## src/rtl/frame_validator_if.sv

```systemverilog
// Consumer-side byte stream of the frame validator (FIFO head + handshake).
// Latency: none, wires only.
// Backpressure: consumer holds rx_ready low to stall; the source keeps rx_data stable.
//
// Signals:
//   rx_data  : FIFO head byte, meaningful while rx_valid=1
//   rx_valid : head entry present
//   rx_ready : consumer takes the head byte when rx_valid & rx_ready
interface frame_validator_if;
  logic [7:0] rx_data;
  logic       rx_valid;
  logic       rx_ready;

  modport master (output rx_data, output rx_valid, input rx_ready);
  modport slave  (input rx_data, input rx_valid, output rx_ready);
endinterface

```

## src/rtl/frame_validator.sv

```systemverilog
// Checks framing and odd parity of captured serial frames; good bytes go into a show-ahead FIFO.
// Latency: 3 edges from confirm_send_data sampled high to rx_valid rising (FIFO empty).
// Backpressure: rx_ready low stalls the FIFO; a good byte arriving while full is dropped and flags overflow.
//
// Ports:
//   control_clock, reset_n     : clock (rising edge), async active-low reset
//   confirm_send_data          : frame-complete level from the shift register
//   parallel_data_buffer       : received byte
//   comm_init_bits             : [1] stop bit (expect 1), [0] start bit (expect 0)
//   parity_check_bit           : received odd-parity bit
//   rx (master)                : FIFO head byte / valid / ready
//   fifo_count                 : occupancy 0..FIFO_DEPTH
//   frame_accepted             : pulse in the cycle a good byte is written
//   overflow                   : sticky, a good byte was lost to a full FIFO
//   parity/framing_error_count : saturating error counters
//   clear_errors               : synchronous clear of counters and overflow
module frame_validator #(
  parameter int FIFO_DEPTH  = 4,
  parameter int COUNT_WIDTH = 3
) (
  input  logic                   control_clock,
  input  logic                   reset_n,
  input  logic                   confirm_send_data,
  input  logic [7:0]             parallel_data_buffer,
  input  logic [1:0]             comm_init_bits,
  input  logic                   parity_check_bit,
  input  logic                   clear_errors,
  frame_validator_if.master      rx,
  output logic [COUNT_WIDTH-1:0] fifo_count,
  output logic                   frame_accepted,
  output logic                   overflow,
  output logic [7:0]             parity_error_count,
  output logic [7:0]             framing_error_count
);

  localparam int PTR_W = $clog2(FIFO_DEPTH);

  typedef enum logic [1:0] {IDLE, SETTLE, CHECK, HOLD} state_t;

  state_t                 state_q, state_d;
  logic [7:0]             mem_q [FIFO_DEPTH];
  logic [PTR_W-1:0]       wr_ptr_q, rd_ptr_q;
  logic [COUNT_WIDTH-1:0] count_q, count_d;
  logic                   overflow_q, overflow_d;
  logic [7:0]             perr_q, perr_d;
  logic [7:0]             ferr_q, ferr_d;

  logic framing_fail, parity_fail, push_req, push, pop, full, ovf_event;

  // ---------------- FSM: state register ----------------
  always_ff @(posedge control_clock or negedge reset_n) begin
    if (!reset_n) state_q <= IDLE;
    else          state_q <= state_d;
  end

  // ---------------- FSM: next state ----------------
  // HOLD waits for confirm to drop so a long confirm level yields one frame.
  always_comb begin
    state_d = state_q;
    unique case (state_q)
      IDLE:    if (confirm_send_data) state_d = SETTLE;
      SETTLE:  state_d = CHECK;
      CHECK:   state_d = HOLD;
      HOLD:    if (!confirm_send_data) state_d = IDLE;
      default: state_d = IDLE;
    endcase
  end

  // ---------------- FSM: outputs / frame checks ----------------
  // Framing failure masks the parity check so each bad frame is counted once.
  always_comb begin
    framing_fail = 1'b0;
    parity_fail  = 1'b0;
    push_req     = 1'b0;
    if (state_q == CHECK) begin
      framing_fail = (comm_init_bits != 2'b10);
      parity_fail  = !framing_fail && !(^{parallel_data_buffer, parity_check_bit});
      push_req     = !framing_fail && !parity_fail;
    end
  end

  // A pop in the same cycle frees the slot, so a full FIFO can still accept.
  assign pop       = rx.rx_valid && rx.rx_ready;
  assign full      = (count_q == COUNT_WIDTH'(FIFO_DEPTH));
  assign push      = push_req && (!full || pop);
  assign ovf_event = push_req && full && !pop;

  // ---------------- FIFO ----------------
  always_comb begin
    count_d = count_q;
    unique case ({push, pop})
      2'b10:   count_d = count_q + COUNT_WIDTH'(1);
      2'b01:   count_d = count_q - COUNT_WIDTH'(1);
      default: count_d = count_q;
    endcase
  end

  always_ff @(posedge control_clock or negedge reset_n) begin
    if (!reset_n) begin
      for (int i = 0; i < FIFO_DEPTH; i++) mem_q[i] <= 8'h00;
      wr_ptr_q <= '0;
      rd_ptr_q <= '0;
      count_q  <= '0;
    end else begin
      if (push) begin
        mem_q[wr_ptr_q] <= parallel_data_buffer;
        wr_ptr_q        <= wr_ptr_q + PTR_W'(1);
      end
      if (pop) rd_ptr_q <= rd_ptr_q + PTR_W'(1);
      count_q <= count_d;
    end
  end

  // ---------------- error counters / overflow ----------------
  // clear_errors takes priority over a same-cycle event.
  always_comb begin
    overflow_d = overflow_q | ovf_event;
    perr_d     = (parity_fail  && perr_q != 8'hFF) ? perr_q + 8'd1 : perr_q;
    ferr_d     = (framing_fail && ferr_q != 8'hFF) ? ferr_q + 8'd1 : ferr_q;
    if (clear_errors) begin
      overflow_d = 1'b0;
      perr_d     = 8'h00;
      ferr_d     = 8'h00;
    end
  end

  always_ff @(posedge control_clock or negedge reset_n) begin
    if (!reset_n) begin
      overflow_q <= 1'b0;
      perr_q     <= 8'h00;
      ferr_q     <= 8'h00;
    end else begin
      overflow_q <= overflow_d;
      perr_q     <= perr_d;
      ferr_q     <= ferr_d;
    end
  end

  assign rx.rx_data          = mem_q[rd_ptr_q];
  assign rx.rx_valid         = (count_q != '0);
  assign fifo_count          = count_q;
  assign frame_accepted      = push;
  assign overflow            = overflow_q;
  assign parity_error_count  = perr_q;
  assign framing_error_count = ferr_q;

endmodule

```

## src/flat_wrapper.sv

```systemverilog
// flat-port wrapper written by rule: the top's interface ports become plain ports
module frame_validator_flat 
#(
  parameter int FIFO_DEPTH  = 4,
  parameter int COUNT_WIDTH = 3
)
  (control_clock, reset_n, confirm_send_data, parallel_data_buffer, comm_init_bits, parity_check_bit, clear_errors, fifo_count, frame_accepted, overflow, parity_error_count, framing_error_count, rx_rx_data, rx_rx_valid, rx_rx_ready);
  frame_validator_if rx_i ();
  input  logic control_clock;
  input  logic reset_n;
  input  logic confirm_send_data;
  input  logic [7:0] parallel_data_buffer;
  input  logic [1:0] comm_init_bits;
  input  logic parity_check_bit;
  input  logic clear_errors;
  output logic [COUNT_WIDTH-1:0] fifo_count;
  output logic frame_accepted;
  output logic overflow;
  output logic [7:0] parity_error_count;
  output logic [7:0] framing_error_count;
  output wire logic [$bits(rx_i.rx_data)-1:0] rx_rx_data;
  output wire logic [$bits(rx_i.rx_valid)-1:0] rx_rx_valid;
  input wire logic [$bits(rx_i.rx_ready)-1:0] rx_rx_ready;
  assign rx_rx_data = rx_i.rx_data;
  assign rx_rx_valid = rx_i.rx_valid;
  assign rx_i.rx_ready = rx_rx_ready;
  frame_validator #(.FIFO_DEPTH(FIFO_DEPTH), .COUNT_WIDTH(COUNT_WIDTH)) u_core (.control_clock(control_clock), .reset_n(reset_n), .confirm_send_data(confirm_send_data), .parallel_data_buffer(parallel_data_buffer), .comm_init_bits(comm_init_bits), .parity_check_bit(parity_check_bit), .clear_errors(clear_errors), .rx(rx_i), .fifo_count(fifo_count), .frame_accepted(frame_accepted), .overflow(overflow), .parity_error_count(parity_error_count), .framing_error_count(framing_error_count));
endmodule
```

## config.mk

```make
export PLATFORM = sky130hd
export DESIGN_NAME = frame_validator_flat
export DESIGN_NICKNAME = d
export VERILOG_FILES = /design/src/rtl/frame_validator_if.sv /design/src/rtl/frame_validator.sv /design/src/flat_wrapper.sv
export SDC_FILE = /design/constraint.sdc
export NUM_CORES = 1
export LEC_CHECK = 0
export CAP_MARGIN = 10
export CORE_MARGIN = 5
export CORE_UTILIZATION = 49
export DETAILED_ROUTE_END_ITERATION = 16
export PLACE_DENSITY_LB_ADDON = 0.2
export SLEW_MARGIN = 20
export SYNTH_ARGS = -nofsm -noshare
export SYNTH_HDL_FRONTEND = slang
export SYNTH_SLANG_ARGS = --single-unit
```

## constraint.sdc

```tcl
create_clock -name control_clock -period 2.4 [get_ports control_clock]
set_input_delay 0.36 -clock control_clock [delete_from_list [all_inputs] [get_ports control_clock]]
set_output_delay 0.36 -clock control_clock [all_outputs]
set_load 0.05 [all_outputs]
```

; ---- Word-level counts from Yosys, hierarchy flattened
; Cells that the tools add are included.
[word_totals]
reg_bits = 58
latchBits = 0
mem_bits_rw = 0
rom_bits = 0
input_bits = 16
out_inout_bits = 30
word_cells = 74
memories = 0
[classes]
add_sub_neg = 6
multipliers = 0
n_div = 0
order_cmp = 3
n_eq_ne = 11
shifts = 0
n_mux = 18
bitwise_logic = 3
reduce_logical = 22
[ops]
columns = op, n
row1 = two-way mux 8 bit, 7
row2 = bitwise mux 32 bit, 1
row3 = adder 8 x 1 -> 8 bit (second input constant), 2
row4 = binary-select mux 8 bit (select 2 bit), 1
row5 = demux 8 bit (select 2 bit), 1
row6 = != test 8 bit (second input constant), 2
row7 = logical AND 1 bit, 9
row8 = parity 9 bit, 1
row9 = case mux 2 bit (4 select lines), 1
row10 = equality test 2 bit (second input constant), 3
row11 = >= comparator 3 bit (second input constant), 2
row12 = != test 2 bit (second input constant), 3
row13 = NOT 2 -> 3 bit, 2
row14 = case mux 3 bit (2 select lines), 1
row15 = nonzero test 2 bit, 3
row16 = logical NOT 1 bit, 5
row17 = adder 2 x 1 -> 2 bit (second input constant), 2
row18 = equality test 2 x 1 -> 1 bit (second input constant), 2
row19 = two-way mux 1 bit, 4
row20 = two-way mux 2 bit, 2
row21 = adder 3 x 1 -> 3 bit (second input constant), 1
row22 = equality test 3 bit (second input constant), 1
row23 = less-than comparator 3 x 1 -> 1 bit (second input constant), 1
row24 = nonzero test 3 bit, 1
row25 = 5 further kinds, 5

; ---- Depth between registers and ports, before layout
; Gate-level depths: netlist (run 1).
[depth]
depth_word = 10
mapped_depth = 11
ltp_nobuf = 10

; ---- Worst setup path before layout (run 1)
; OpenSTA, ideal clock, no wires.
[synth_path]
path_kind = register to register
from = register u_core.count_q[1] (netlist: u_core.fifo_count[1])
to = register u_core.count_q[2] (netlist: u_core.fifo_count[2])
arrival_time_ns = 2.565
setup_slack_ns = -0.246
stages_incl_launch_ff = 10
n_path_buf = 1
synth_period_minus_slack_ns = 2.646
path_cell_list = dfrtp_1 > or4b_2 > buf_1 > nand3_1 > ha_1 > inv_1 > fa_1 > xor2_1 > nor2_1 > xor2_1
[synth_via]
elab_chain_len = 6
word_cells_on_any_way = 12
cone_classes = add/sub (2) / eq/ne (3) / mux (1) / reduce/logical (6)
[synth_lines]
columns = element, line
row1 = start: declaration, frame_validator.sv:43  ; logic [COUNT_WIDTH-1:0] count_q, count_d;
row2 = start signal: assignment, frame_validator.sv:110  ; count_q <= count_d;
row3 = equality test 3 bit / nonzero test 3 bit (equally long branches), "frame_validator.sv:84, frame_validator.sv:140"
row4 = logical NOT 1 bit / logical AND 1 bit (equally long branches), "frame_validator.sv:85, frame_validator.sv:83"
row5 = logical OR 1 bit, frame_validator.sv:85  ; assign push = push_req && (!full || pop);
row6 = logical AND 1 bit, frame_validator.sv:85
row7 = equality test 2 x 1 -> 1 bit / equality test 2 bit (equally long branches), frame_validator.sv:91  ; unique case ({push, pop})
row8 = case mux 3 bit (2 select lines) / nonzero test 2 bit (equally long branches), -
; Several ways; a longest one is shown, not always the timed one.
; A chain may end at the register's enable or synchronous reset.

; ---- Final worst setup path (run 1)
[layout_path]
from = input parallel_data_buffer[7]
to = output frame_accepted
[layout_via]
elab_chain_len = 7
[layout_lines]
columns = element, line
row1 = start: declaration, flat_wrapper.sv:12  ; input logic [7:0] parallel_data_buffer;
row2 = parity 9 bit, frame_validator.sv:77  ; parity_fail = !framing_fail && !(^{parallel_data_buffer, parity_check_bit});
row3 = logical NOT 1 bit, frame_validator.sv:77
row4 = logical AND 1 bit, frame_validator.sv:77
row5 = logical NOT 1 bit, frame_validator.sv:78  ; push_req = !framing_fail && !parity_fail;
row6 = logical AND 1 bit, frame_validator.sv:78
row7 = two-way mux 1 bit, frame_validator.sv:75  ; if (state_q == CHECK) begin
row8 = logical AND 1 bit, frame_validator.sv:85
row9 = end: declaration, flat_wrapper.sv:17  ; output logic frame_accepted;
; Every way passes these cells.

==> flow_summary.ini, run 1 <==
[run_status]
outcome = completed

[detailed_routing]
drt_wl_total_microns = 6160
first_pass_iters = 4
postRouteAntennaNets = 0
routedWlPerCell_microns = 15.5
via_per_inst = 5.33
first_iter_violations = 76
route.detailed.drc = 0
vias = 2115

[critical_path]
cp_max_fo = 3
cp.arrival_ps = 1880
startpoint_type = input pin
crit_type = in -> out
critPathCaptureType = output pin
cp.required_ps = 2040

[timing]
finClkSkew_ps = 6.50
finalHoldViolations = 0
timing.fmax_mhz = 447
min_period_over_period_pct = 93.2
slew_violations = 0
maxSlewHeadroom_pct = 51.4
fin_crit_ps = 2240
rsz0062_at_grt = no
worst_pin_slew_ps = 729
setup_violations = 0
hold_slack_ps = 167

[synth]
ys_types = 39
synth_edf_count = 0
synth_top_area_share_pct = 48.3
yosysWarnings = 0
synth_seq_cells = 58
synth_nets = 268
syn_area_sq_mm = 0.00301
ys_top_cells_by_area = dfrtp_1 48%, mux2_2 13%, mux4_2 6.0%
yosysSeqAreaShare_pct = 48.3
syn-instance-count = 240
async_flop_share_pct = 100
ys.flop_type = dfrtp_1
yosysTopAreaCell = dfrtp_1
synth_area_per_cell_sq_um = 12.5

[cts]
cts_buffers = 9
clkTransAtPathRegs_ps = 70
insertion_delay_ps = 330
root_buffer = clkbuf_8
cts-hold-fix-buffers = 0
htreeDepth = 3
cts_sinks = 58
cts_tree = done
cts_buffer_depth = 2

[final_layout]
fin_area_sq_mm = 0.00405
layout.cells.non_filler = 397
final_common_cell = dfrtp_1
num_antenna_cells = 0
fin_nets = 345
layout_common_cells = 55 x dfrtp_1, 35 x mux2_2, 30 x buf_4
drive_gt1_share_pct = 35.1
area_growth_pct = 34.8

[power]
p_per_area_mw_per_mm2 = 1080
p_leak_nw = 1.88
ir_drop_mv = 0.949

[place]
hpwl_microns = 4380
dp_cells = 381
portBuffers = 45
placed_area_sq_mm = 0.00378
place.gp.congestion = 0.806

[floorplanning]
io_pins = 46
rows = 28
fp.dieW_microns = 88.3
die_y_microns = 88.3
dieArea_sq_mm = 0.00780
coreArea_sq_mm = 0.00596
initial_core_util_pct = 50.5

[global_routing]
grt_max_degree = 59
grt-ovfl-total = 0
grt_pass1_vias = 2175
grtUsageTotal_pct = 17.7
antenna_found_initial = 0
grt_pass1_wl_microns = 10400

[min_path]
hold_path_class = in -> async

[flow_run]
maxCapViolCount = 0
-- cell usage after synthesis, types with 2 or more instances --
cell type,instances
xor2_1,5
or4_1,2
nand3_1,9
mux2i_1,5
o31ai_1,2
xnor2_1,9
nor2b_1,4
mux2_2,35
inv_1,11
mux4_2,8
buf_1,2
a311oi_1,2
a31oi_1,3
nor3_1,2
nor3_4,4
nand2_1,13
xnor2_2,2
a21oi_1,4
nand4_1,2
ha_1,11
dfrtp_1,58
nor2_1,17
nand2b_1,4
or3_1,3
o21ai_0,6
clkbuf_1,4
-- worst max-delay path, cell delays in order --
cell and delay (ps):
dlygate4sd2_1 270, xnor2_2 190, xnor3_2 400, xnor2_2 210
nand3_2 110, buf_6 140, inv_2 60, buf_12 130
-- cell families (layout without fill, tap and decap cells) --
logic type	Yosys count	count (layout)	share of synthesized area (%)
muxes	48	48	20.8
buffers and inverters	17	99	2.12
DFF	58	58	48.3
xor gates and xnor gates	18	18	6.49
adders and majority gates	12	12	5.25
AOI/OAI and AO/OA	21	21	4.41
and+or+nand+nor	66	66	12.7
-- layout make-up --
type,instances,area [sq um]
sequential,58,1460
inverter,11,41.3
fill,456,1900
timing repair buffer,72,692
clock buffer,12,155
tap,75,93.8
clock inverter,4,97.6
multi-input combinational,165,1520
-- path summary, 6_finish.rpt --
check | start | cells past startpoint | end | slack (ps)
min in group control_clock | parallel_data_buffer[1] | 3 | u_core.mem_q[17]$_DFFE_PN0P_ | 450
min reg2reg | u_core.fifo_count[2]$_DFFE_PN0P_ | 1 | u_core.fifo_count[2]$_DFFE_PN0P_ | 490
max reg2reg | u_core.fifo_count[1]$_DFFE_PN0P_ | 8 | u_core.fifo_count[2]$_DFFE_PN0P_ | 240
min | reset_n | 2 | u_core.parity_error_count[1]$_DFFE_PN0P_ | 170
max in group asynchronous | reset_n | 2 | u_core.fifo_count[0]$_DFFE_PN0P_ | 1700
max | parallel_data_buffer[7] | 8 | frame_accepted | 160
-- registers in the layout, indices dropped and copies added (netlist names) --
name,count
u_core.mem_q,32
u_core.framing_error_count,8
u_core.parity_error_count,8
u_core.fifo_count,3
u_core.rd_ptr_q,2
u_core.state_q,2
u_core.wr_ptr_q,2
u_core.overflow,1
-- where the power goes --
| part | leakage (nW) | internal (mW) | switching [mW] |
|---|---|---|---|
| Clock | 0.123 | 0.747 | 0.388 |
| Combinational | 0.988 | 0.809 | 0.958 |
| Sequential | 0.770 | 1.25 | 0.215 |
| Total | 1.88 | 2.81 | 1.56 |
-- what timing repair did --
item	CTS	global route
setup endpoints to repair	34	6
hold endpoints to repair	0	0
pin swaps	4	4
gates resized for setup	7	3
setup buffers	0	0
-- per-layer routing --
layer / vias up / track usage, % / wire length (microns)
li1: 1012 / - / -
met1: 1041 / 22.2 / 2620
met2: 56 / 29.4 / 3120
met3: 6 / 5.68 / 362
met4: 0 / 5.36 / 68
met5: - / 0 / 0
-- metrics by stage --
stage	TNS [ps]	util, %	worst slack [ps]	power (mW)
finish	0	68.0	162	4.37
CTS	0	67.9	8.60	4.42
global placement	-13140	63.5	-387	3.22
global route	0	68.0	60.9	4.61
floorplan	0	-	16.1	2.67
detailed placement	-14320	63.5	-480	3.27
(Power assumes the default switching activity.)
==> run 2: changes to the inputs <==
CELL_PAD_IN_SITES_DETAIL_PLACEMENT = 1   (was default)
CELL_PAD_IN_SITES_GLOBAL_PLACEMENT = 1   (was default)
CORE_UTILIZATION = 39   (was 49)
PLACE_DENSITY_LB_ADDON = 0.25   (was 0.2)
RECOVER_POWER = 25   (was default)
==> flow_summary.ini, run 2 (same netlist as run 1, synthesis figures left out) <==
[power]
clock_power_share_pct = 25.0
pwr-share-comb_pct = 41.5
fin_total_pwr_mw = 4.42
p_switching_mw = 1.64
sw_frac_of_total_pct = 37.1
seqPwrFrac_pct = 33.4
p_leak_nw = 1.87
p_per_area_mw_per_mm2 = 1070
internal_power_mw = 2.78
ir_drop_mv = 0.679

[critical_path]
reg2reg_depth = 8
startpoint_type = input pin
cp.required_ps = 2040
critPathCaptureType = output pin
cp.arrival_ps = 1910
cp_max_fo = 2
crit_end = frame_accepted
r2r_slack_ps = 230
reg2reg_from = u_core.fifo_count[0]$_DFFE_PN0P_
crit_start = parallel_data_buffer[7]
crit_type = in -> out
worstReg2RegEnd = u_core.fifo_count[2]$_DFFE_PN0P_

[timing]
hold_slack_ps = 420
worst_pin_slew_ps = 772
maxSlewHeadroom_pct = 48.6
finalHoldViolations = 0
rsz0062_at_grt = no
fin_crit_ps = 2270
fin_ws_ps = 132
min_period_over_period_pct = 94.5
setup_violations = 0
finalSetupTns_ps = 0
slew_violations = 0
finClkSkew_ps = 6.85
timing.fmax_mhz = 441

[detailed_routing]
via_per_inst = 5.04
vias = 2154
drt_wl_total_microns = 6890
postRouteAntennaNets = 0
first_pass_iters = 4
route.detailed.drc = 0
first_iter_violations = 70
routedWlPerCell_microns = 16.1

[floorplanning]
dieArea_sq_mm = 0.00956
coreArea_sq_mm = 0.00761
die_y_microns = 97.8
io_pins = 46
fp.dieW_microns = 97.8
initial_core_util_pct = 39.5
rows = 32

[global_routing]
grt_pass1_vias = 2304
antenna_found_initial = 0
grt-ovfl-total = 0
grtUsageTotal_pct = 15.5
grt_pass1_wl_microns = 11900
grt_max_degree = 33

[cts]
root_buffer = clkbuf_8
cts_sinks = 58
insertion_delay_ps = 330
cts_buffer_depth = 2
htreeDepth = 3
cts_buffers = 9
cts_tree = done
clkTransAtPathRegs_ps = 70

[final_layout]
fin_area_sq_mm = 0.00411
largest_reg_flops = 32
drive_gt1_share_pct = 36.6
fin_nets = 348
fin_util_pct = 54.1
area_growth_pct = 36.8
final_common_cell = dfrtp_1
num_antenna_cells = 0
regMostFlops = u_core.mem_q
nFillCells = 798
layout.cells.non_filler = 427
layout_common_cells = 55 x dfrtp_1, 35 x mux2_2, 30 x buf_4

[min_path]
hold_path_class = in -> reg

[flow_run]
maxCapViolCount = 0

[place]
portBuffers = 45
placed_area_sq_mm = 0.00384
place.gp.congestion = 0.764
place_ws_ps = -537
dp_cells = 408
hpwl_microns = 4960

[run_status]
outcome = completed
## run 2: layout make-up
class / count / area, sq um / area share [%]
Inverter: 11 / 41.3 / 1.00
Clock buffer: 9 / 124 / 3.01
Sequential cell: 58 / 1460 / 35.4
Tap cell: 102 / 128 / 3.10
Timing Repair Buffer: 75 / 711 / 17.3
Clock inverter: 7 / 116 / 2.83
Multi-Input combinational cell: 165 / 1540 / 37.4
## run 2: worst min-delay path by stage
stage	start	to	slack, ps	depth (start not counted)
global placement	reset_n	u_core.parity_error_count[5]$_DFFE_PN0P_	230	1
CTS	reset_n	u_core.parity_error_count[5]$_DFFE_PN0P_	410	2
global route	parallel_data_buffer[4]	u_core.mem_q[20]$_DFFE_PN0P_	420	3
floorplan	reset_n	u_core.fifo_count[0]$_DFFE_PN0P_	60	0
finish	parallel_data_buffer[1]	u_core.mem_q[25]$_DFFE_PN0P_	420	3
detailed placement	reset_n	u_core.parity_error_count[5]$_DFFE_PN0P_	230	1
## run 2: layer usage
layer / global-route usage [%] / vias to the layer above / share of wire [%]
li1: - / 1016 / -
met1: 20.3 / 1102 / 45
met2: 25.3 / 28 / 51
met3: 4.21 / 8 / 2.8
met4: 4.79 / 0 / 1.2
met5: 0 / - / 0
## run 2: timing repair
item                                    in CTS  in global routing
hold buffers                                 1                  0
gates cloned                                 0                  0
endpoints found under the setup margin      35                  2
resized for setup                           10                  7
pin swaps                                    5                  6
setup buffers                                0                  2
hold endpoints to repair                     6                  0
## run 2: worst max-delay path, cell delays in order
cell and delay, ps:
dlygate4sd2_1 280, xnor2_2 200, xnor3_2 420, xnor2_4 210, nand3_2 120, buf_6 140
inv_2 60, buf_12 130
## run 2: power groups by stage
stage          clock, mW  sequential (mW)  combinational (mW)
2_1_floorplan          0             1.52                1.16
3_3_place_gp           0             1.47                1.78
3_5_place_dp           0             1.49                1.82
4_1_cts             1.14             1.48                1.84
5_1_grt             1.19             1.51                1.97
6_report            1.11             1.48                1.84
==> edit (flow settings as in run 1) <==
Put one more register stage on the output `fifo_count`, cleared by the reset. The value now appears one clock later. The other outputs are not delayed to match.
--- a/src/rtl/frame_validator.sv
+++ b/src/rtl/frame_validator.sv
@@ -140,3 +140,9 @@
   assign rx.rx_valid         = (count_q != '0);
-  assign fifo_count          = count_q;
+  always_ff @(posedge control_clock or negedge reset_n) begin
+    if (!reset_n) begin
+      fifo_count <= '0;
+    end else begin
+      fifo_count <= count_q;
+    end
+  end
   assign frame_accepted      = push;
Check against the original RTL: not equivalent (a bounded check fails within 4 cycles, from zero or initial values and one cycle with reset_n low).
==> edit against run 1 <==
Wire length up 4.6%; non-clock buffer count unchanged; die area up 2.2%; sequential cell count up 3; cell count up 0.76%; largest cell class is now registers; via count up 0.76%; area after synthesis up 2.5%; design area up 1.9%; combinational power up 3%; critical endpoint is now u_core.count_q[2]$_DFFE_PN0P_; total power up 1.8%; clock skew down 0.00097 ns; worst setup slack worse by 0.10 ns; largest power group unchanged; fmax down 4.3%.
==> edit: results (changes against run 1) <==
global route overflow 0 (unchanged); port bufs 45 (unchanged); CTS Buffer Depth 2 (unchanged); largest cells by area after synthesis dfrtp_1 50%, mux2_2 13%, mux4_2 5.8%; slew of the pin with the lowest slew margin 0.7364 ns (+0.007783 ns); drt via density 5.328 (about the same); Layout Nets 348 (+0.87%); Place WS -0.4698 ns (+0.01049 ns); fill count 444 (-2.6%); r2r endpoint u_core.count_q[2]$_DFFE_PN0P_; Syn Nets 271 (+1.1%); Synth top cells by count 61 x dfrtp_1, 35 x mux2_2, 17 x nor2_1; HPWL after detailed placement 4.544 mm (+3.6%); maximum vdd drop 0.6886 mV (-27%); Fin Hold WS 0.02586 ns (-0.1408 ns); GP Congestion 0.7952 (-1.3%); final setup skew 0.005528 ns (-0.0009726 ns); layout cells sized above 1 0.3292 (-0.02170); Synth Area in Compound Gates 0.04305 (-0.001075); reg-to-reg startpoint u_core.count_q[1]$_DFFE_PN0P_; sequential area share after synthesis 0.4955 (+0.01260); vias in the first global route 2165 (-0.46%); XOR/XNOR share of the synthesized area 0.06336 (-0.001583); GR Util met3 0.06452 (+0.007719); Synthesis Warnings 0 (unchanged); non-filler cells, final 400 (+0.76%); met1 Usage GRT 0.2341 (+0.01207); placed cells 384 (+0.79%); GR Util met2 0.2840 (-0.01037); drt initial violations 48 (-37%); area post-placement 0.003881 mm² (+2.7%); Yosys cell types 39 (unchanged); FF-to-FF setup slack 0.13 ns (-0.11 ns); global-route wire length before repair 10.65 mm (+2.5%); Static Leak 1.908 nW (+1.4%); mux cell area share after synthesis 0.2027 (-0.005063); critical path peak fanout 2 (-1); Syn Area/Cell 12.68 µm² (+1.2%); # diodes 0 (unchanged); number of CTS-inserted buffers 9 (unchanged); Post-Route WL 6.447 mm (+4.6%); Max Cap Viol 0 (unchanged); Data arrival, critical path 2.60 ns (+0.72 ns); largest net degree at the start of global routing 62 (+5.1%); outcome finished clean; adder and majority cell fraction of the synthesized area 0.05118 (-0.001278); Worst-Skew Late Latency 0.33 ns (about the same); register area 0.001526 mm² (+4.9%); Total GRT Usage 0.1797 (+0.002511); max FFs per register 32 (unchanged); FFs w/ async S/R, synth 1.000 (unchanged)
[edit: how the worst max path moves through the flow]
stage	from	to	slack, ns
after floorplan	parallel_data_buffer[3]	u_core.count_q[2]$_DFFE_PN0P_	0.02
after global placement	parallel_data_buffer[3]	u_core.count_q[2]$_DFFE_PN0P_	-0.44
after detailed placement	parallel_data_buffer[5]	u_core.count_q[2]$_DFFE_PN0P_	-0.47
after CTS	parallel_data_buffer[4]	frame_accepted	0.04
after global routing	parallel_data_buffer[3]	u_core.count_q[2]$_DFFE_PN0P_	0.003
final	parallel_data_buffer[3]	u_core.count_q[2]$_DFFE_PN0P_	0.06
[edit: routing by layer]
layer	vias to the layer above	wire, µm	share of wire
li1	1023	-	-
met2	45	3156	0.49
met3	6	329	0.051
met4	0	55	0.0085
met5	-	0	0
met1	1057	2905	0.45
[edit: kinds of logic after synthesis]
| group | Yosys count |
|---|---|
| AO/OA/AOI/OAI | 21 |
| buffers and inverters | 17 |
| flip-flops | 61 |
| AND/OR/NAND/NOR | 66 |
| multiplexers | 48 |
| adder cells (fa/ha/maj) | 12 |
| XOR/XNOR | 18 |
[edit: power breakdown]
group | total (mW) | internal (mW) | switching, mW
clock | 1.10 | 0.718 | 0.384
sequential | 1.52 | 1.32 | 0.202
combinational | 1.82 | 0.817 | 1.00
total | 4.44 | 2.86 | 1.59
[edit: layout make-up]
class,instances,share of cell area
clock inverter,4,0.02303
sequential,61,0.3697
inverter,11,0.01000
clock buffer,12,0.03515
multi-input combinational,165,0.3667
timing repair buffer,72,0.1727
tap,75,0.02273
[edit: repair_timing]
item | in CTS | in global routing
gates resized for setup | 7 | 2
pin swaps | 5 | 3
setup endpoints to repair | 2 | 2
[edit: critical path, stage by stage]
cell	delay, ns
dlygate4sd2_1	0.26
xnor2_1	0.19
xnor3_2	0.52
xnor2_4	0.18
nand3_2	0.09
ha_1	0.17
inv_1	0.05
fa_1	0.37
xor2_1	0.15
nor2_1	0.11
xor2_1	0.15
